**config.mk**
```make
export PLATFORM = sky130hd
export DESIGN_NAME = ahb_req_sequencer_flat
export DESIGN_NICKNAME = d
export VERILOG_FILES = /design/src/rtl/ahb_seq_pkg.sv /design/src/rtl/ahb_req_sequencer_if.sv /design/src/rtl/ahb_cmd_fifo.sv /design/src/rtl/ahb_req_sequencer.sv /design/src/flat_wrapper.sv
export SDC_FILE = /design/constraint.sdc
export NUM_CORES = 1
export LEC_CHECK = 0
export CORE_MARGIN = 3
export CORE_UTILIZATION = 53
export CTS_CLUSTER_DIAMETER = 80
export DETAILED_ROUTE_END_ITERATION = 16
export PLACE_DENSITY = 0.8
export RECOVER_POWER = 25
export SLEW_MARGIN = 20
export SYNTH_ARGS = -nofsm -noshare
export SYNTH_HDL_FRONTEND = slang
export SYNTH_SLANG_ARGS = --single-unit
```
**constraint.sdc**
```tcl
create_clock -name hclk -period 3.7 [get_ports hclk]
set_input_delay 0.555 -clock hclk [delete_from_list [all_inputs] [get_ports hclk]]
set_output_delay 0.555 -clock hclk [all_outputs]
set_load 0.02 [all_outputs]
```
**src/rtl/ahb_seq_pkg.sv**
```systemverilog
// Shared types and default widths for the AHB request sequencer.
// Command structs are sized to the widest supported address and data. Parameter overrides must not exceed these widths.
package ahb_seq_pkg;

    localparam int AHB_ADDR_W   = 32;
    localparam int AHB_DATA_W   = 32;
    localparam int AHB_DEPTH    = 4;
    localparam int AHB_RESP_LAT = 2;

    typedef enum logic [1:0] {
        IDLE  = 2'd0,
        ISSUE = 2'd1,
        WAIT  = 2'd2,
        RESP  = 2'd3
    } seq_state_e;

    typedef struct packed {
        logic                  wr;
        logic [AHB_ADDR_W-1:0] addr;
        logic [AHB_DATA_W-1:0] wdata;
    } ahb_cmd_t;

endpackage

```
**src/rtl/ahb_req_sequencer_if.sv**
```systemverilog
// Command, response and ahb_top-facing signals of the request sequencer.
// The slave modport is the sequencer's view. The master modport is the view of the agent driving it.
interface ahb_req_sequencer_if #(
    parameter int ADDR_W = ahb_seq_pkg::AHB_ADDR_W,
    parameter int DATA_W = ahb_seq_pkg::AHB_DATA_W,
    parameter int DEPTH  = ahb_seq_pkg::AHB_DEPTH
);
    localparam int LVL_W = $clog2(DEPTH) + 1;

    logic              cmd_valid;
    logic              cmd_ready;
    logic              cmd_wr;
    logic [ADDR_W-1:0] cmd_addr;
    logic [DATA_W-1:0] cmd_wdata;

    logic              rsp_valid;
    logic              rsp_ready;
    logic [DATA_W-1:0] rsp_rdata;
    logic [ADDR_W-1:0] rsp_addr;
`ifdef AHB_SEQ_WRITE_ACK_EN
    logic              rsp_wr;
`endif

    logic              enable;
    logic [ADDR_W-1:0] addr;
    logic [DATA_W-1:0] din;
    logic              wr;
    logic [DATA_W-1:0] dout;

    logic              busy;
    logic [LVL_W-1:0]  level;

`ifdef AHB_SEQ_WRITE_ACK_EN
    modport slave (
        input  cmd_valid, cmd_wr, cmd_addr, cmd_wdata, rsp_ready, dout,
        output cmd_ready, rsp_valid, rsp_rdata, rsp_addr, rsp_wr,
        output enable, addr, din, wr, busy, level
    );
    modport master (
        output cmd_valid, cmd_wr, cmd_addr, cmd_wdata, rsp_ready, dout,
        input  cmd_ready, rsp_valid, rsp_rdata, rsp_addr, rsp_wr,
        input  enable, addr, din, wr, busy, level
    );
`else
    modport slave (
        input  cmd_valid, cmd_wr, cmd_addr, cmd_wdata, rsp_ready, dout,
        output cmd_ready, rsp_valid, rsp_rdata, rsp_addr,
        output enable, addr, din, wr, busy, level
    );
    modport master (
        output cmd_valid, cmd_wr, cmd_addr, cmd_wdata, rsp_ready, dout,
        input  cmd_ready, rsp_valid, rsp_rdata, rsp_addr,
        input  enable, addr, din, wr, busy, level
    );
`endif

endinterface

```
**src/rtl/ahb_cmd_fifo.sv**
```systemverilog
// Purpose: synchronous FIFO of ahb_cmd_t with an occupancy count.
// Latency: a pushed entry is visible at the head on the next cycle. There is no bypass.
// Backpressure: full comes from registered occupancy only, so a pop never frees a slot for a same-cycle push.
module ahb_cmd_fifo
    import ahb_seq_pkg::*;
#(
    parameter int DEPTH = AHB_DEPTH,
    localparam int PTR_W = $clog2(DEPTH),
    localparam int LVL_W = PTR_W + 1
) (
    input  logic             clk,
    input  logic             rst,
    input  logic             push_vld,
    input  ahb_cmd_t         push_dat,
    input  logic             pop_vld,
    output ahb_cmd_t         head_dat,
    output logic             full,
    output logic             empty,
    output logic [LVL_W-1:0] level
);

    ahb_cmd_t         mem_q [DEPTH];
    logic [PTR_W-1:0] wr_ptr_q, wr_ptr_d;
    logic [PTR_W-1:0] rd_ptr_q, rd_ptr_d;
    logic [LVL_W-1:0] level_q, level_d;
    logic             do_push;
    logic             do_pop;

    assign full     = (level_q == LVL_W'(DEPTH));
    assign empty    = (level_q == '0);
    assign level    = level_q;
    assign head_dat = mem_q[rd_ptr_q];
    assign do_push  = push_vld && !full;
    assign do_pop   = pop_vld && !empty;

    // Pointers wrap naturally because DEPTH is a power of two. The extra level bit separates full from empty.
    always_comb begin
        wr_ptr_d = wr_ptr_q;
        rd_ptr_d = rd_ptr_q;
        level_d  = level_q;
        if (do_push) begin
            wr_ptr_d = wr_ptr_q + PTR_W'(1);
        end
        if (do_pop) begin
            rd_ptr_d = rd_ptr_q + PTR_W'(1);
        end
        case ({do_push, do_pop})
            2'b10:   level_d = level_q + LVL_W'(1);
            2'b01:   level_d = level_q - LVL_W'(1);
            default: level_d = level_q;
        endcase
    end

    always_ff @(posedge clk) begin
        if (rst) begin
            wr_ptr_q <= '0;
            rd_ptr_q <= '0;
            level_q  <= '0;
        end else begin
            wr_ptr_q <= wr_ptr_d;
            rd_ptr_q <= rd_ptr_d;
            level_q  <= level_d;
        end
    end

    always_ff @(posedge clk) begin
        if (do_push) begin
            mem_q[wr_ptr_q] <= push_dat;
        end
    end

endmodule

```
**src/rtl/ahb_req_sequencer.sv**
```systemverilog
// Purpose: queues read/write commands and issues them one at a time to ahb_top. Optional macro: AHB_SEQ_WRITE_ACK_EN.
// Latency: a write reissues every RESP_LAT+2 cycles. A read reissues every RESP_LAT+3 cycles while rsp_ready stays high.
// Backpressure: cmd_ready drops when the FIFO is full. rsp_ready low holds the FSM in RESP while the FIFO keeps filling.
module ahb_req_sequencer
    import ahb_seq_pkg::*;
#(
    parameter int DEPTH    = AHB_DEPTH,
    parameter int ADDR_W   = AHB_ADDR_W,
    parameter int DATA_W   = AHB_DATA_W,
    parameter int RESP_LAT = AHB_RESP_LAT
) (
    input  logic                hclk,
    input  logic                hreset,
    ahb_req_sequencer_if.slave  bus
);

    localparam int LVL_W = $clog2(DEPTH) + 1;
    localparam int CNT_W = (RESP_LAT > 1) ? $clog2(RESP_LAT) : 1;

    seq_state_e        state_q, state_d;
    logic [CNT_W-1:0]  cnt_q, cnt_d;
    logic [ADDR_W-1:0] addr_q, addr_d;
    logic [DATA_W-1:0] din_q, din_d;
    logic              wr_q, wr_d;
    logic [DATA_W-1:0] rsp_rdata_q, rsp_rdata_d;
    logic [ADDR_W-1:0] rsp_addr_q, rsp_addr_d;
`ifdef AHB_SEQ_WRITE_ACK_EN
    logic              rsp_wr_q, rsp_wr_d;
`endif

    ahb_cmd_t          push_dat;
    ahb_cmd_t          head_dat;
    logic              fifo_full;
    logic              fifo_empty;
    logic              fifo_pop;
    logic [LVL_W-1:0]  fifo_level;

    always_comb begin
        push_dat       = '0;
        push_dat.wr    = bus.cmd_wr;
        push_dat.addr  = AHB_ADDR_W'(bus.cmd_addr);
        push_dat.wdata = AHB_DATA_W'(bus.cmd_wdata);
    end

    ahb_cmd_fifo #(
        .DEPTH (DEPTH)
    ) u_cmd_fifo (
        .clk      (hclk),
        .rst      (hreset),
        .push_vld (bus.cmd_valid),
        .push_dat (push_dat),
        .pop_vld  (fifo_pop),
        .head_dat (head_dat),
        .full     (fifo_full),
        .empty    (fifo_empty),
        .level    (fifo_level)
    );

    always_comb begin
        state_d     = state_q;
        cnt_d       = cnt_q;
        addr_d      = addr_q;
        din_d       = din_q;
        wr_d        = wr_q;
        rsp_rdata_d = rsp_rdata_q;
        rsp_addr_d  = rsp_addr_q;
`ifdef AHB_SEQ_WRITE_ACK_EN
        rsp_wr_d    = rsp_wr_q;
`endif
        fifo_pop    = 1'b0;

        case (state_q)
            IDLE: begin
                if (!fifo_empty) begin
                    fifo_pop = 1'b1;
                    addr_d   = head_dat.addr[ADDR_W-1:0];
                    din_d    = head_dat.wdata[DATA_W-1:0];
                    wr_d     = head_dat.wr;
                    state_d  = ISSUE;
                end
            end
            ISSUE: begin
                cnt_d   = CNT_W'(RESP_LAT - 1);
                state_d = WAIT;
            end
            WAIT: begin
                // A zero count lands on the cycle when dout is valid, RESP_LAT cycles after enable.
                if (cnt_q == '0) begin
                    if (!wr_q) begin
                        rsp_rdata_d = bus.dout;
                        rsp_addr_d  = addr_q;
`ifdef AHB_SEQ_WRITE_ACK_EN
                        rsp_wr_d    = 1'b0;
`endif
                        state_d     = RESP;
                    end else begin
`ifdef AHB_SEQ_WRITE_ACK_EN
                        rsp_rdata_d = '0;
                        rsp_addr_d  = addr_q;
                        rsp_wr_d    = 1'b1;
                        state_d     = RESP;
`else
                        state_d     = IDLE;
`endif
                    end
                end else begin
                    cnt_d = cnt_q - CNT_W'(1);
                end
            end
            RESP: begin
                if (bus.rsp_ready) begin
                    state_d = IDLE;
                end
            end
            default: state_d = IDLE;
        endcase
    end

    always_ff @(posedge hclk) begin
        if (hreset) begin
            state_q     <= IDLE;
            cnt_q       <= '0;
            addr_q      <= '0;
            din_q       <= '0;
            wr_q        <= 1'b0;
            rsp_rdata_q <= '0;
            rsp_addr_q  <= '0;
`ifdef AHB_SEQ_WRITE_ACK_EN
            rsp_wr_q    <= 1'b0;
`endif
        end else begin
            state_q     <= state_d;
            cnt_q       <= cnt_d;
            addr_q      <= addr_d;
            din_q       <= din_d;
            wr_q        <= wr_d;
            rsp_rdata_q <= rsp_rdata_d;
            rsp_addr_q  <= rsp_addr_d;
`ifdef AHB_SEQ_WRITE_ACK_EN
            rsp_wr_q    <= rsp_wr_d;
`endif
        end
    end

    assign bus.cmd_ready = !fifo_full;
    assign bus.enable    = (state_q == ISSUE);
    assign bus.addr      = addr_q;
    assign bus.din       = din_q;
    assign bus.wr        = wr_q;
    assign bus.rsp_valid = (state_q == RESP);
    assign bus.rsp_rdata = rsp_rdata_q;
    assign bus.rsp_addr  = rsp_addr_q;
`ifdef AHB_SEQ_WRITE_ACK_EN
    assign bus.rsp_wr    = rsp_wr_q;
`endif
    assign bus.busy      = (state_q != IDLE) || !fifo_empty;
    assign bus.level     = fifo_level;

endmodule
```
**src/flat_wrapper.sv**
```systemverilog
// flat-port wrapper written by rule: the top's interface ports become plain ports
module ahb_req_sequencer_flat import ahb_seq_pkg::*;
#(
    parameter int DEPTH    = AHB_DEPTH,
    parameter int ADDR_W   = AHB_ADDR_W,
    parameter int DATA_W   = AHB_DATA_W,
    parameter int RESP_LAT = AHB_RESP_LAT
)
  (hclk, hreset, bus_cmd_valid, bus_cmd_wr, bus_cmd_addr, bus_cmd_wdata, bus_rsp_ready, bus_dout, bus_cmd_ready, bus_rsp_valid, bus_rsp_rdata, bus_rsp_addr, bus_enable, bus_addr, bus_din, bus_wr, bus_busy, bus_level);
  ahb_req_sequencer_if #(.ADDR_W(ADDR_W), .DATA_W(DATA_W), .DEPTH(DEPTH)) bus_i ();
  input  logic hclk;
  input  logic hreset;
  input wire logic [$bits(bus_i.cmd_valid)-1:0] bus_cmd_valid;
  input wire logic [$bits(bus_i.cmd_wr)-1:0] bus_cmd_wr;
  input wire logic [$bits(bus_i.cmd_addr)-1:0] bus_cmd_addr;
  input wire logic [$bits(bus_i.cmd_wdata)-1:0] bus_cmd_wdata;
  input wire logic [$bits(bus_i.rsp_ready)-1:0] bus_rsp_ready;
  input wire logic [$bits(bus_i.dout)-1:0] bus_dout;
  output wire logic [$bits(bus_i.cmd_ready)-1:0] bus_cmd_ready;
  output wire logic [$bits(bus_i.rsp_valid)-1:0] bus_rsp_valid;
  output wire logic [$bits(bus_i.rsp_rdata)-1:0] bus_rsp_rdata;
  output wire logic [$bits(bus_i.rsp_addr)-1:0] bus_rsp_addr;
  output wire logic [$bits(bus_i.enable)-1:0] bus_enable;
  output wire logic [$bits(bus_i.addr)-1:0] bus_addr;
  output wire logic [$bits(bus_i.din)-1:0] bus_din;
  output wire logic [$bits(bus_i.wr)-1:0] bus_wr;
  output wire logic [$bits(bus_i.busy)-1:0] bus_busy;
  output wire logic [$bits(bus_i.level)-1:0] bus_level;
  assign bus_i.cmd_valid = bus_cmd_valid;
  assign bus_i.cmd_wr = bus_cmd_wr;
  assign bus_i.cmd_addr = bus_cmd_addr;
  assign bus_i.cmd_wdata = bus_cmd_wdata;
  assign bus_i.rsp_ready = bus_rsp_ready;
  assign bus_i.dout = bus_dout;
  assign bus_cmd_ready = bus_i.cmd_ready;
  assign bus_rsp_valid = bus_i.rsp_valid;
  assign bus_rsp_rdata = bus_i.rsp_rdata;
  assign bus_rsp_addr = bus_i.rsp_addr;
  assign bus_enable = bus_i.enable;
  assign bus_addr = bus_i.addr;
  assign bus_din = bus_i.din;
  assign bus_wr = bus_i.wr;
  assign bus_busy = bus_i.busy;
  assign bus_level = bus_i.level;
  ahb_req_sequencer #(.DEPTH(DEPTH), .ADDR_W(ADDR_W), .DATA_W(DATA_W), .RESP_LAT(RESP_LAT)) u_core (.hclk(hclk), .hreset(hreset), .bus(bus_i));
endmodule
```
# Word level (Yosys, flattened, before mapping)
# Memories as Yosys holds them, arrays and structs flattened. A register that Yosys moved wholly into a read port is not among the register bits.
# Index checks and enable logic that the tools add are counted.
# word_totals
wordCells,50
latchBits,0
regBits,74
romBits,0
output_inout_bits,136
n_memories,1
mem_bits_rw,260
# classes
add_sub_neg,5
magnitude_cmp,0
n_mux,12
n_mul,0
div,0
n_shift,0
reduce_logical,13
bitwise,3
eq_ne,9
# memory_table
name,depth,word_bits,rd,rd_clocked_by_memory_dff,write_ports,line_no,text
u_core.u_cmd_fifo.mem_q,4,65,1,1,1,ahb_cmd_fifo.sv:22,ahb_cmd_t mem_q [DEPTH];
# ops
cell,n
$mux 2,4
$pmux 2 s4,1
$eq 2x2->1 const B,3
$ne 2x2->1 const B,3
$pmux 3 s2,1
$reduce_and 3->1,2
$reduce_bool 2->1,3
$mux 1,5
$add 2x1->2 const B,2
$eq 2x1->1 const B,2
$add 3x1->3 const B,1
$eq 3x3->1 const B,1
$logic_not 3->1,1
$not 1->1,3
$sub 3x1->3 const B,1
$logic_and 1x1->1,2
$logic_not 1->1,2
$logic_not 2->1,1
$pmux 1 s2,1
$reduce_and 2->1,1
$logic_or 1x1->1,1
$sub 1x1->1 const B,1

# Depth between registers and ports, before layout
# Gate-level depths: netlist (run 1).
# depth
depth_word,6
ltp_mapped,8
ltp_nobuf,8

# Hierarchy
# From an unflattened synthesis (run 1), not the netlist that was laid out.
# hier_totals
hier_cells,983
area_unflattened_um2,14615.3
# by_module_without_submodules
module,n_inst,seq_area_each_um2,area_per_inst_um2,cells_per_inst
ahb_cmd_fifo,1,7987.7,9900.7,393
ahb_req_sequencer,1,2642.5,4714.5,590

# Least setup slack after synthesis (run 1)
# OpenSTA, ideal clock, no wires.
# synth_timing
path_type,register to register
from,register u_core.u_cmd_fifo.level_q[0] (netlist: u_core.u_cmd_fifo.level[0])
to,memory u_core.u_cmd_fifo.mem_q[0][0] in the netlist's numbering (enable)
path_stages_with_launch,4
path_slack_ns,0.539
t_arrival_ns,2.730
setup_ns,0.430
synth_period_minus_slack_ns,3.161
path_cell_list,dfxtp_1 or3b_1 clkbuf_1 and3_1
# synth_via
elab_chain_cells,5
# synth_rtl
item,line_no,text
"start, declared",ahb_cmd_fifo.sv:25,"logic [LVL_W-1:0] level_q, level_d;"
"start signal, assigned",ahb_cmd_fifo.sv:62,level_q <= level_d;
$eq 3x3->1,ahb_cmd_fifo.sv:29,assign full = (level_q == LVL_W'(DEPTH));
$logic_not 1->1,-,
via bus_cmd_ready,flat_wrapper.sv:19,output wire logic [$bits(bus_i.cmd_ready)-1:0] bus_cmd_ready;
$logic_and 1x1->1,ahb_cmd_fifo.sv:33,assign do_push = push_vld && !full;
$mux 1,ahb_cmd_fifo.sv:67,if (do_push) begin
$mux 1 (implied by the code),ahb_cmd_fifo.sv:68,mem_q[wr_ptr_q] <= push_dat;
"end, declared",ahb_cmd_fifo.sv:22,
# The timed path passes the listed nets, and every way through them passes these cells.

# Final worst setup path (run 1)
# layout_timing
from,register u_core.state_q[1]
to,output bus_busy
# layout_via
elab_chain_cells,2
# layout_rtl
item,line_no,text
"start, declared",ahb_req_sequencer.sv:20,"seq_state_e state_q, state_d;"
"start signal, assigned",ahb_req_sequencer.sv:132,state_q <= state_d;
$reduce_bool 2->1,ahb_req_sequencer.sv:156,assign bus.busy = (state_q != IDLE) || !fifo_empty;
$logic_or 1x1->1,ahb_req_sequencer.sv:156,
"end, declared",flat_wrapper.sv:27,output wire logic [$bits(bus_i.busy)-1:0] bus_busy;
# No other way between the ends.

==> reports/qor_table.md, run 1 <==
| Result | Reported |
| --- | --- |
| Final net count | 1178 |
| Worst Setup Slack post-DPL | 1.11 ns |
| Most common cell after layout, fill and taps aside | sky130_fd_sc_hd__edfxtp_1 |
| Total nets after synthesis | 944 |
| Hold-fix buffers at CTS | 0 |
| Adder-Cell Fraction of Synth Area | 0.0102 |
| Max Clock Freq | 0.349 GHz |
| Origin of the critical flop-to-flop path | u_core.u_cmd_fifo.level[0] |
| Final setup TNS | 0 ns |
| Average wire per cell in the routed design | 21.7 um |
| Drc violations | 0 |
| Worst Clk Skew | 0.0233 ns |
| Internal power consumption | 9.54 mW |
| Final antenna-violating net count | 0 |
| CP max stage delay | 0.57 ns |
| Start-to-end type of the worst setup path | reg2out |
| Boundary Pins | 237 |
| Starting density of the core | 0.543 |
| DRT Pass-1 Iters | 5 |
| Net switching power figure | 3.95 mW |
| Crit. Startpoint | u_core.state_q[1] |
| Combinational share of power | 0.256 |
| Chip height | 170 um |
| Number of distinct standard cells referenced by the synthesized netlist | 35 |
| Root buffer selected by CTS | sky130_fd_sc_hd__clkbuf_16 |
| Detailed-route wire length | 31100 um |
| Largest driver fanout on the critical path | 5 |
| Area of the die | 28800 sq um |
| #FFs+latches synth | 399 |
| Share of cell area taken by muxes after synthesis | 0.104 |
| Maximum number of pins on one net before global-route repair | 75 |
| Number of flops mapped to enable cells by yosys | 260 |
| Fill cell instance count of the final layout | 1687 |
| Final period demand of the worst path | 2.86 ns |
| Post-synthesis async set-or-reset flop share | 0 |
| Post-synthesis simple-gate area fraction | 0.0443 |
| Area growth, synth to finish | 27.9% |
| Final cycle utilization of the critical path | 0.774 |
| Buffer depth of the longest clock path | 3 |
| Port buffer count | 236 |
| Cell count after synthesis | 832 |
| Main combinational cell family by area after synthesis | multiplexers |
| Pwr Density | 742 nW/um^2 |
| Share of the synthesized area in compound gates (AO/OA/AOI/OAI) | 0.0689 |
| LEAKAGE | 6.02 nW |
| Share of synthesized area occupied by flip-flops and latches | 0.745 |
| Status | finished, final reports clean |
| Clock Power Share | 0.296 |
| Critical-path cell list | inv_1 > ha_1 > or4b_4 > clkdlybuf4s50_1 |
| Via Count | 8010 |
| Setup repair bufs after CTS | 0 |
| Mean instance size in the synthesized netlist | 17.1 sq um |
| Hold violation count in the final report | 0 |
| Largest voltage drop on the vdd net | 0.538 mV |
| Unrepaired setup endpoints after global routing | false |
| Drt initial violations | 633 |
| Leading cell types in the layout, fill and taps excluded | sky130_fd_sc_hd__edfxtp_1 (260), sky130_fd_sc_hd__clkdlybuf4s50_1 (184), sky130_fd_sc_hd__dfxtp_1 (137), sky130_fd_sc_hd__nand2_1 (130), sky130_fd_sc_hd__a21oi_1 (67) |
| Worst EP arrival | 2.31 ns |
| Yosys Warn Count | 0 |
| TritonCTS clock tree | done |
| H-Tree Level Count | 2 |
| Crit start category | flop |
| Via count of the first global-routing pass | 8338 |
| Routability cong. | 0.766 |
| Quantity of gates resized following cts | 0 |
| First-pass GRT wire length | 47300 um |
| Highest-delay cell along the critical path | sky130_fd_sc_hd__clkdlybuf4s50_1 |
| Final worst setup slack | 0.838 ns |
| Die Width | 170 um |
| Post-synthesis share of cell area spent on xor and xnor gates | 0.00246 |
| Kind of capture point of the worst setup path | output port |
| Clock network latency to the later pin of the worst-skew pair | 0.53 ns |
| Std-Cell Core Area | 26200 sq um |
| Max-slew violation total from the final report | 0 |
| Total congestion overflow after global routing | 0 |
| Antenna violations before repair | 5 |
| Beginning of the worst hold path | u_core.bus.rsp_rdata[15] |
| Sinks on the clock net | 399 |
| Ratio of cells with drive above 1 in the final layout | 0.140 |
| Actual slew at the worst max-slew pin | 1.03 ns |
| Worst max-slew margin expressed relative to the limit | 0.315 |
| Register share of total power | 0.447 |
| Most used flip-flop cell after synthesis | sky130_fd_sc_hd__edfxtp_1 |
| Number of buffers created by CTS | 39 |
| Count of max-cap constraint violations | 0 |
| Floorplan row count | 59 |
| Post-synth design cell area | 14200 sq um |
| Final HPWL from detailed placement | 18800 um |
| Required @ worst endpoint | 3.14 ns |
| GRT Resource Usage Total | 0.213 |
| Clock edge transition at the registers on the reported setup and hold paths | 0.06 ns |
| Final setup vio count | 0 |
| Kind of path behind the tightest hold check | reg2reg |
| Net Sw Frac | 0.293 |
| Detailed-route vias per instance | 5.58 |
-- cell usage after synthesis, drive strengths merged (4+ instances only) --
cell type	count	area share
edfxtp	260	0.55
inv	4	0.0011
nor2	8	0.0021
and3	5	0.0022
clkbuf	12	0.0032
dfxtp	139	0.20
buf	41	0.021
a22o	65	0.040
mux4	65	0.10
ha	10	0.0088
nand2	130	0.034
a21oi	67	0.024
-- routing by layer --
metal	wire length, um	vias up	GRT usage
met2	15500	278	0.359
li1	-	3664	-
met1	13100	4025	0.287
met4	403	4	0.0526
met5	23	-	0
met3	2150	39	0.0468
-- logic make-up after synthesis --
group | Yosys count
fa+ha+maj | 11
compound gates | 141
buf+inv | 57
flops | 399
xor+xnor | 4
mux | 66
simple gates | 154
-- registers in the layout, summed over array words and instances (netlist names) --
| name | flops |
|---|---|
| u_core.bus.addr | 32 |
| u_core.bus.din | 32 |
| u_core.bus.rsp_addr | 32 |
| u_core.bus.rsp_rdata | 32 |
| u_core.bus.wr | 1 |
| u_core.cnt_q | 1 |
| u_core.state_q | 2 |
| u_core.u_cmd_fifo.level | 3 |
| u_core.u_cmd_fifo.mem_q | 260 |
| u_core.u_cmd_fifo.rd_ptr_q | 2 |
| u_core.u_cmd_fifo.wr_ptr_q | 2 |
-- path summary, 6_finish.rpt --
check | depth (start not counted) | endpoint | slack (ns)
setup / recovery | 4 | bus_busy | 0.84
hold / removal | 2 | u_core.bus.rsp_rdata[15] | 0.45
setup reg to reg | 7 | u_core.u_cmd_fifo.level[2] | 1.44
hold reg to reg | 2 | u_core.bus.rsp_rdata[15] | 0.45
-- cell type report --
cell class                 instances  area, sq um  share of cell area
clock inverter                    23          267              0.0147
sequential                       399        10600               0.583
tap                              335          419              0.0231
clock buffer                      49         1040              0.0574
inverter                           4         15.0            0.000826
antenna                            3         7.51            0.000413
multi-input combinational        376         3310               0.182
timing repair buffer             246         2520               0.139
-- power by group through the flow --
| stage | clock network, mW | registers (mW) | logic [mW] |
|---|---|---|---|
| floorplan | 0 | 6.38 | 1.73 |
| global placement | 0 | 6.10 | 3.43 |
| detailed placement | 0 | 6.12 | 3.49 |
| CTS | 4.06 | 6.05 | 3.51 |
| global route | 4.23 | 6.13 | 3.69 |
| finish | 4.00 | 6.03 | 3.46 |
-- stage by stage --
stage	area (sq um)	hold WS (ns)	total power, mW	utilization	std cells
finish	18200	0.453	13.5	0.694	1435
global route	18200	0.473	14.0	0.694	1434
CTS	18200	0.455	13.6	0.693	1432
detailed placement	16900	0.447	9.61	0.643	1360
global placement	16900	0.441	9.52	0.643	1360
floorplan	14200	0.493	8.11	-	832
-- worst max-delay path, delay by kind of cell, from the launching register on --
family        cells  cell delay, ns
buf+inv           2            0.74
flops             1            0.33
fa+ha+maj         1            0.22
simple gates      1            0.50
(Power assumes the default switching activity.)
==> run 2, diff against run 1 <==
==> constraint.sdc (replaced) <==
create_clock -name hclk -period 2.9 [get_ports hclk]
set_input_delay 0.435 -clock hclk [delete_from_list [all_inputs] [get_ports hclk]]
set_output_delay 0.435 -clock hclk [all_outputs]
set_load 0.02 [all_outputs]
==> run 2 against run 1 <==
Effect of this change:
- cell count is 0.70% higher
- clock skew grew 0.0012 ns
- sequential share of layout area shrank 0.10 points
- combinational power grew 30%
- via count increased by 2.0%
- first-iteration DRC count fell by 4.4%
- utilization rose by 0.12 points
- register-to-register slack worse by 0.80 ns
==> reports/qor_table.md, run 2 (synthesized netlist as in run 1, its figures left out) <==
| Result | Reported | Change |
| --- | --- | --- |
| Detailed-route vias per instance | 5.65 | was 5.58 |
| Most common cell after layout, fill and taps aside | sky130_fd_sc_hd__edfxtp_1 | unchanged |
| Max-slew violation total from the final report | 0 | unchanged |
| Worst max-slew margin expressed relative to the limit | 0.455 | was 0.315 |
| Final net count | 1187 | was 1178 |
| Highest-delay cell along the critical path | sky130_fd_sc_hd__clkdlybuf4s50_1 | unchanged |
| Sinks on the clock net | 399 | unchanged |
| Boundary Pins | 237 | unchanged |
| Worst EP arrival | 2.24 ns | was 2.31 ns |
| Actual slew at the worst max-slew pin | 0.817 ns | was 1.03 ns |
| Clock network latency to the later pin of the worst-skew pair | 0.53 ns | about the same |
| Status | finished, final reports clean | unchanged |
| Area growth, synth to finish | 28.1% | was 27.9% |
| Fin area | 18200 sq um | about the same |
| Via Count | 8168 | was 8010 |
| LEAKAGE | 6.04 nW | was 6.02 nW |
| Total congestion overflow after global routing | 0 | unchanged |
| Hold violation count in the final report | 0 | unchanged |
| Drt initial violations | 605 | was 633 |
| Crit. Startpoint | u_core.state_q[1] | unchanged |
| H-Tree Level Count | 2 | unchanged |
| Max Clock Freq | 0.374 GHz |  |
| Unrepaired setup endpoints after global routing | false | unchanged |
| Final setup TNS | 0 ns | unchanged |
| Die Width | 170 um | unchanged |
| Number of buffer and inverter stages on the critical path | 2 | unchanged |
| Hold-fix buffers at CTS | 0 | unchanged |
| Final setup vio count | 0 | unchanged |
| Beginning of the worst hold path | hreset | was u_core.bus.rsp_rdata[15] |
| Cell depth of the worst setup path | 4 | unchanged |
| Via count of the first global-routing pass | 8404 | was 8338 |
| Area of the die | 28800 sq um | unchanged |
| Chip height | 170 um | unchanged |
| Buffer depth of the longest clock path | 3 | unchanged |
| Largest driver fanout on the critical path | 5 | unchanged |
| Routability cong. | 0.747 | was 0.766 |
| Kind of capture point of the worst setup path | output port | unchanged |
| Pwr Density | 942 nW/um^2 | was 742 nW/um^2 |
| TritonCTS clock tree | done | unchanged |
| Drc violations | 0 | unchanged |
| Post-Place Cell Area | 16900 sq um | about the same |
| Std-Cell Core Area | 26200 sq um | unchanged |
| Critical-path cell list | inv_1 > ha_1 > or4b_4 > clkdlybuf4s50_1 | unchanged |
| Antenna violations before repair | 7 | was 5 |
| Quantity of gates resized following cts | 0 | unchanged |
| CP max stage delay | 0.57 ns | about the same |
| Starting density of the core | 0.543 | unchanged |
| Largest voltage drop on the vdd net | 0.678 mV | was 0.538 mV |
| Largest register by flop count | u_core.u_cmd_fifo.mem_q | unchanged |
| Number of flip-flops under the largest register name | 260 | unchanged |
| R2r worst-path depth | 7 | unchanged |
| Root buffer selected by CTS | sky130_fd_sc_hd__clkbuf_16 | unchanged |
| Ratio of cells with drive above 1 in the final layout | 0.138 | was 0.140 |
| Final antenna-violating net count | 0 | unchanged |
| Final cycle utilization of the critical path | 0.922 |  |
| Clock edge transition at the registers on the reported setup and hold paths | 0.06 ns | about the same |
| Final HPWL from detailed placement | 18300 um | was 18800 um |
| Average wire per cell in the routed design | 21.9 um | was 21.7 um |
| Required @ worst endpoint | 2.47 ns | was 3.14 ns |
| Crit start category | flop | unchanged |
| GRT Resource Usage Total | 0.219 | was 0.213 |
| Number of stages on the worst hold path | 2 | unchanged |
| Detailed-route wire length | 31600 um | was 31100 um |
| Leading cell types in the layout, fill and taps excluded | sky130_fd_sc_hd__edfxtp_1 (260), sky130_fd_sc_hd__clkdlybuf4s50_1 (182), sky130_fd_sc_hd__dfxtp_1 (137), sky130_fd_sc_hd__nand2_1 (130), sky130_fd_sc_hd__a21oi_1 (67) | was sky130_fd_sc_hd__edfxtp_1 (260), sky130_fd_sc_hd__clkdlybuf4s50_1 (184), sky130_fd_sc_hd__dfxtp_1 (137), sky130_fd_sc_hd__nand2_1 (130), sky130_fd_sc_hd__a21oi_1 (67) |
| Port buffer count | 236 | unchanged |
| Floorplan row count | 59 | unchanged |
| First-pass GRT wire length | 48600 um | was 47300 um |
| DRT Pass-1 Iters | 4 | was 5 |
| Start-to-end type of the worst setup path | reg2out | unchanged |
| Setup repair bufs after CTS | 0 | unchanged |
| Overall power of the completed layout | 17.1 mW | was 13.5 mW |
| Count of max-cap constraint violations | 0 | unchanged |
| Number of buffers created by CTS | 40 | was 39 |
| Worst Clk Skew | 0.0245 ns | was 0.0233 ns |
| Kind of path behind the tightest hold check | in2reg | was reg2reg |
| Maximum number of pins on one net before global-route repair | 66 | was 75 |
| Final period demand of the worst path | 2.67 ns |  |
| Origin of the critical flop-to-flop path | u_core.u_cmd_fifo.level[0] | unchanged |
| Family with the most delay on the worst path | buffers and inverters | unchanged |
==> run 2: cell count changes in the layout (fill, tap and decap cells not counted), sizes merged, moves of 2 or more <==
| cell | delta |
|---|---|
| clkinv | +3 |
| dlygate4sd3 | +2 |
| clkinvlp | -2 |
| buf | +8 |
| clkdlybuf4s50 | -2 |
| clkbuf | +2 |
==> run 2: per-layer routing <==
metal / share of wire / vias to the layer above / global-route usage
li1: - / 3686 / -
met4: 0.019 / 8 / 0.0594
met5: 0.0015 / - / 0
met2: 0.50 / 292 / 0.370
met3: 0.072 / 54 / 0.0533
met1: 0.40 / 4128 / 0.289
==> run 2: layout make-up <==
class	instances	area, sq um
diodes	4	10.0
clock buffers	51	1060
clock inverters	22	231
fillers	1674	8000
inverters	4	15.0
multi-input cells	376	3300
flip-flops and latches	399	10600
well taps	335	419
repair buffers	254	2570
==> run 2: worst paths after layout <==
path | to | slack, ns
setup / recovery | bus_busy | 0.23
hold reg to reg | u_core.bus.rsp_addr[6] | 0.45
setup reg to reg | u_core.u_cmd_fifo.level[2] | 0.64
hold / removal | u_core.bus.rsp_addr[26] | 0.42
==> run 2: stage by stage <==
step	hold WS, ns	utilization	setup WS [ns]	std cells
after CTS	0.399	0.694	0.198	1441
after global placement	0.441	0.645	0.444	1368
after floorplan	0.493	-	0.453	832
after detailed placement	0.446	0.645	0.418	1368
final	0.419	0.695	0.227	1445
after global routing	0.418	0.695	0.129	1444
==> run 2: worst register-to-register path, delay by kind of cell, from the launching register on <==
| family | cells | cell delay, ns |
|---|---|---|
| adder cells (fa/ha/maj) | 2 | 0.64 |
| AO/OA/AOI/OAI | 1 | 0.14 |
| flip-flops | 1 | 0.48 |
| AND/OR/NAND/NOR | 3 | 0.78 |
| XOR/XNOR | 1 | 0.15 |
==> run 2: where the power goes <==
part	switching, mW	internal (mW)	leakage, nW
Sequential	0.631	7.01	3.52
Combinational	2.34	2.14	1.90
Clock	2.05	2.97	0.629
